$ cat src/rtl/jtpopeye_objline.sv
`default_nettype none
// ============================================================================
// Module   : jtpopeye_objline
// Brief    : Double-buffered object line list. Each line, the block collects
//            the objects that hit the next scanline while the renderer reads
//            the previous line's hits.
// Revision : 1.0 - initial release
// ============================================================================
module jtpopeye_objline #(
    parameter int DEPTH       = 32,
    parameter int OBJH        = 16,
    parameter int IDW         = 8,
    parameter int CLR_ON_READ = 1,
    localparam int AW         = $clog2(DEPTH),
    localparam int HB         = $clog2(OBJH),
    localparam int EW         = 3 + 2 + 1 + IDW + HB
) (
    input  logic              clk,
    input  logic              rst,
    input  logic              cen_i,
    input  logic              line_start_i,
    input  logic [7:0]        v_i,
    input  logic              vcarry_i,
    input  logic              obj_valid_i,
    input  logic [7:0]        obj_y_i,
    input  logic [7:0]        obj_x_i,
    input  logic [IDW-1:0]    obj_id_i,
    input  logic [2:0]        obj_pal_i,
    input  logic              obj_hflip_i,
    input  logic              obj_vflip_i,
    input  logic              rd_en_i,
    input  logic [AW-1:0]     rd_addr_i,
    output logic [EW-1:0]     rd_data_o,
    output logic              rd_valid_o,
    output logic [AW:0]       hit_count_o,
    output logic              overflow_o
);

    localparam logic [AW:0] C_DEPTH = (AW+1)'(DEPTH);

    logic          wbank_q,    wbank_d;
    logic [AW:0]   wcount_q,   wcount_d;
    logic [AW:0]   rcount_q,   rcount_d;
    logic          ovf_pend_q, ovf_pend_d;
    logic          overflow_q, overflow_d;
    logic [EW-1:0] rd_data_q,  rd_data_d;
    logic          rd_valid_q, rd_valid_d;

    logic [7:0]        w_sum;
    logic              w_hit;
    logic [HB-1:0]     w_row;
    logic [EW-1:0]     w_entry;
    logic              w_room;
    logic              w_wr_en;
    logic              w_clr_en;
    logic              w_rd_hit;
    logic [EW-1:0]     w_rd_entry;
    logic [1:0][EW-1:0] w_bank_rdata;
    logic              w_unused_x;

    // The renderer carries X[7:2] itself; only the fine position is stored.
    assign w_unused_x = ^obj_x_i[7:2];

    assign w_sum   = obj_y_i + v_i + {7'd0, vcarry_i};
    assign w_hit   = &w_sum[7:HB];
    assign w_row   = w_sum[HB-1:0] ^ {HB{obj_vflip_i}};
    assign w_entry = {obj_pal_i, obj_x_i[1:0], obj_hflip_i, obj_id_i, w_row};

    assign w_room   = wcount_q < C_DEPTH;
    assign w_wr_en  = cen_i && !rst && obj_valid_i && w_hit && !line_start_i && w_room;
    assign w_clr_en = (CLR_ON_READ != 0) && cen_i && !rst && rd_en_i;
    assign w_rd_hit = {1'b0, rd_addr_i} < rcount_q;

    // The read bank is always the one not being written.
    assign w_rd_entry = wbank_q ? w_bank_rdata[0] : w_bank_rdata[1];

    for (genvar b = 0; b < 2; b++) begin : g_bank
        localparam logic C_BANK = 1'(b);

        logic [EW-1:0] mem_q [DEPTH];
        logic [EW-1:0] w_rdata;
        logic          w_we;
        logic [AW-1:0] w_addr;
        logic [EW-1:0] w_din;

        assign w_rdata         = mem_q[rd_addr_i];
        assign w_bank_rdata[b] = w_rdata;

        // Write-port mux: hit capture when writing, palette clear when reading.
        always_comb begin
            w_we   = 1'b0;
            w_addr = wcount_q[AW-1:0];
            w_din  = w_entry;
            if (w_wr_en && (wbank_q == C_BANK)) begin
                w_we = 1'b1;
            end else if (w_clr_en && (wbank_q != C_BANK)) begin
                w_we   = 1'b1;
                w_addr = rd_addr_i;
                w_din  = {3'b000, w_rdata[EW-4:0]};
            end
        end

        always_ff @(posedge clk) begin
            if (w_we) begin
                mem_q[w_addr] <= w_din;
            end
        end
    end

    always_comb begin
        wbank_d    = wbank_q;
        wcount_d   = wcount_q;
        rcount_d   = rcount_q;
        ovf_pend_d = ovf_pend_q;
        overflow_d = overflow_q;
        rd_data_d  = rd_data_q;
        rd_valid_d = rd_valid_q;
        if (cen_i) begin
            if (line_start_i) begin
                wbank_d    = ~wbank_q;
                rcount_d   = wcount_q;
                overflow_d = ovf_pend_q;
                wcount_d   = '0;
                ovf_pend_d = 1'b0;
            end else if (obj_valid_i && w_hit) begin
                if (w_room) begin
                    wcount_d = wcount_q + 1'b1;
                end else begin
                    ovf_pend_d = 1'b1;
                end
            end
            if (rd_en_i) begin
                rd_valid_d = w_rd_hit;
                rd_data_d  = w_rd_hit ? w_rd_entry : '0;
            end
        end
    end

    always_ff @(posedge clk) begin
        if (rst) begin
            wbank_q    <= 1'b0;
            wcount_q   <= '0;
            rcount_q   <= '0;
            ovf_pend_q <= 1'b0;
            overflow_q <= 1'b0;
            rd_data_q  <= '0;
            rd_valid_q <= 1'b0;
        end else begin
            wbank_q    <= wbank_d;
            wcount_q   <= wcount_d;
            rcount_q   <= rcount_d;
            ovf_pend_q <= ovf_pend_d;
            overflow_q <= overflow_d;
            rd_data_q  <= rd_data_d;
            rd_valid_q <= rd_valid_d;
        end
    end

    assign rd_data_o   = rd_data_q;
    assign rd_valid_o  = rd_valid_q;
    assign hit_count_o = wcount_q;
    assign overflow_o  = overflow_q;

endmodule
`default_nettype wire

$ cat config.mk
export PLATFORM = sky130hd
export DESIGN_NAME = jtpopeye_objline
export DESIGN_NICKNAME = d
export VERILOG_FILES = /design/src/rtl/jtpopeye_objline.sv
export SDC_FILE = /design/constraint.sdc
export NUM_CORES = 1
export LEC_CHECK = 0
export CAP_MARGIN = 5
export CORE_ASPECT_RATIO = 1.2
export CORE_UTILIZATION = 50
export DETAILED_ROUTE_END_ITERATION = 10
export PLACE_DENSITY = 0.69
export SLEW_MARGIN = 20
export SYNTH_ARGS = -nofsm -noshare
export SYNTH_HDL_FRONTEND = slang
export SYNTH_SLANG_ARGS = --single-unit
$ cat constraint.sdc
create_clock -name clk -period 4.45 [get_ports clk]
set_input_delay 1.1125 -clock clk [delete_from_list [all_inputs] [get_ports clk]]
set_output_delay 1.1125 -clock clk [all_outputs]
set_load 0.05 [all_outputs]
==> flow_summary.json <==
{
  "synth_seq_cells": 1186,
  "hold_class": "flip-flop to flip-flop",
  "cp-end-kind": "flip-flop",
  "worstSetupStartpointType": "input port",
  "antenna_found_initial": 3,
  "initial_utilization": 0.505,
  "p_leak_nw": 17.2,
  "worstPathArrival_ps": 4320,
  "hpwlAfterDp_mm": 69.9,
  "postSynthAreaPerCell_um2": 20.7,
  "seq_area_frac_synth": 0.768,
  "first_global_vias": 23900,
  "gp_congestion": 0.877,
  "totalWireLength_mm": 108,
  "grt.overflow.total": 0,
  "clk_latency_ps": 720,
  "yosys_warnings": 0,
  "wl_per_cell_um": 28.6,
  "clkSinkCount": 1186,
  "post_cts_resized": 0,
  "fin_skew_ps": 52.2,
  "async_flop_share": 0,
  "rows": 121,
  "fillCellCount": 6297,
  "synth_cell_type_count": 59,
  "top_level_ports": 75,
  "clock_path_buffers": 3,
  "final_antenna_net_count": 0,
  "final_common_cell": "edfxtp_1",
  "synth_edf_count": 1152,
  "area_delta_synth_final_pct": 18.1,
  "worst_pin_slew_ps": 1090,
  "grt_pass1_wl_mm": 158,
  "fmax_mhz": 248,
  "via_count": 23400,
  "run_status": "finished, final reports clean",
  "vdd_drop_max_mv": 0.453,
  "drc_errors": 0,
  "postSynthCellCount": 2216,
  "nets": 2557,
  "p_clk_frac": 0.401,
  "syn_nets": 2278,
  "slew_viol_final": 0,
  "drive_gt1_frac": 0.298,
  "clockRootBuffer": "clkbuf_16",
  "setup_ws_ps": 419,
  "drv_cap": 0,
  "io_buffers": 68,
  "grt_max_degree": 70,
  "pwr-share-comb": 0.067,
  "hold_violations": 0,
  "syn_area_um2": 45900,
  "switching_share": 0.217,
  "seqPwrFrac": 0.532,
  "vias_per_cell": 6.23,
  "powerDensity_nw_per_um2": 432,
  "intPower_mw": 18.3,
  "die_area_um2": 93000,
  "cts_tree": "yes",
  "crit_required_ps": 4740,
  "pre_cts_ws_ps": -260,
  "chipHeight_um": 334,
  "post-route-min-period_ps": 4030,
  "core_area_um2": 90800,
  "criticalPathCategory": "input port to flip-flop",
  "numCtsBuffers": 109,
  "slew_headroom": 0.276,
  "power_switching_mw": 5.09,
  "layout_common_cells": "1152 x edfxtp_1, 276 x mux4_2, 134 x buf_4",
  "grtUsageTotal": 0.234,
  "hold_buffers": 0,
  "post_cts_buffers": 0,
  "dr.pass1.iters": 7,
  "ys.flop_type": "edfxtp_1",
  "drt_iter0_markers": 2486,
  "fin_crit_sh": 0.906,
  "clk_pin_slew_ps": 60,
  "final_core_util": 0.597,
  "setup_viol": 0,
  "path_max_fanout": 18,
  "die_x_um": 279,
  "grt_setup_unrepaired": "no",
  "h-tree-depth": 3
}
## worst max-delay path, stage by stage
cell and delay, ps:
clkdlybuf4s50_1 500, fa_1 220, inv_1 60, fa_1 370
nand2b_2 210, o221ai_2 180, xnor2_1 130, nor3_2 110
buf_4 180, a31oi_1 90, buf_4 220, buf_4 150
nor2_2 780
## cells in the mapped netlist (all sizes together), types with 4 or more instances
library cell	number	area, um2
dfxtp	34	681
a21oi	44	224
nand2	75	282
nor2	111	417
edfxtp	1152	34600
a22oi	25	188
mux4	276	6220
a211o	4	35.0
a31oi	17	119
mux2i	31	310
nor3	7	40.0
clkbuf	50	188
nor4	9	56.3
buf	74	439
or3	4	25.0
nor2b	11	68.8
o221ai	14	129
inv	11	41.3
and2	11	68.8
nand2b	8	52.6
o22ai	114	713
ha	11	138
nand3	14	75.1
o21ai	31	155
or4	26	199
xnor2	8	70.1
## metrics by stage
step | area [um2] | cells | hold WS, ps | TNS [ps] | power, mW
global placement | 50500 | 3552 | 445 | -56790 | 14.2
detailed placement | 50500 | 3552 | 443 | -41310 | 14.3
CTS | 54200 | 3757 | 451 | 0 | 23.6
global route | 54200 | 3757 | 489 | 0 | 24.1
floorplan | 45900 | 2216 | 432 | 0 | 13.5
finish | 54200 | 3758 | 449 | 0 | 23.4
## power groups by stage
stage,Combinational [mW],Clock (mW),Sequential [mW]
finish,1.58,9.39,12.5
global placement,1.51,0,12.7
CTS,1.58,9.52,12.5
global route,1.66,9.95,12.5
floorplan,0.794,0,12.7
detailed placement,1.57,0,12.7
## final timing paths
kind                            startpoint                          endpoint  slack [ps]  cells past startpoint
hold reg to reg   rcount_q[0]$_SDFFE_PP0P_          rcount_q[0]$_SDFFE_PP0P_         450                      2
setup reg to reg      wbank_q$_SDFFE_PP0P_  g_bank[1].mem_q[16][4]$_DFFE_PP_        1420                      5
setup / recovery                    v_i[0]  g_bank[0].mem_q[28][9]$_DFFE_PP_         420                     13
hold / removal    rcount_q[0]$_SDFFE_PP0P_          rcount_q[0]$_SDFFE_PP0P_         450                      2
## final cells by class
cell class                 instances  area (um2)  share of cell area
sequential                      1186       35300               0.651
clock buffer                     143        2950              0.0544
antenna                            1        2.50           0.0000462
multi-input combinational        895       10300               0.190
clock inverter                    62         703              0.0130
timing repair buffer             292        3500              0.0645
inverter                          11        41.3            0.000762
tap                             1168        1460              0.0270
## registers in the layout, indices dropped and copies added, names as in the netlist
signal        cells
rd_data_o        18
ovf_pend_q        1
hit_count_o       6
overflow_o        1
rcount_q          6
rd_valid_o        1
wbank_q           1
g_bank.mem_q   1152
## metal layers
metal | wire length [um] | global-route usage
met1 | 40400 | 0.306
met2 | 55100 | 0.396
met3 | 7540 | 0.0320
met4 | 4450 | 0.0998
met5 | 9 | 0
## cells by family after synthesis
| group | count (synthesis) | share of synthesized area |
|---|---|---|
| and+or+nand+nor | 292 | 0.0306 |
| AOI/OAI and AO/OA | 271 | 0.0382 |
| xor gates and xnor gates | 10 | 0.00191 |
| muxes | 309 | 0.143 |
| adders and majority gates | 13 | 0.00387 |
| DFF | 1186 | 0.768 |
| buffers and inverters | 135 | 0.0146 |
Note: power is estimated with default switching activity, not from simulation.
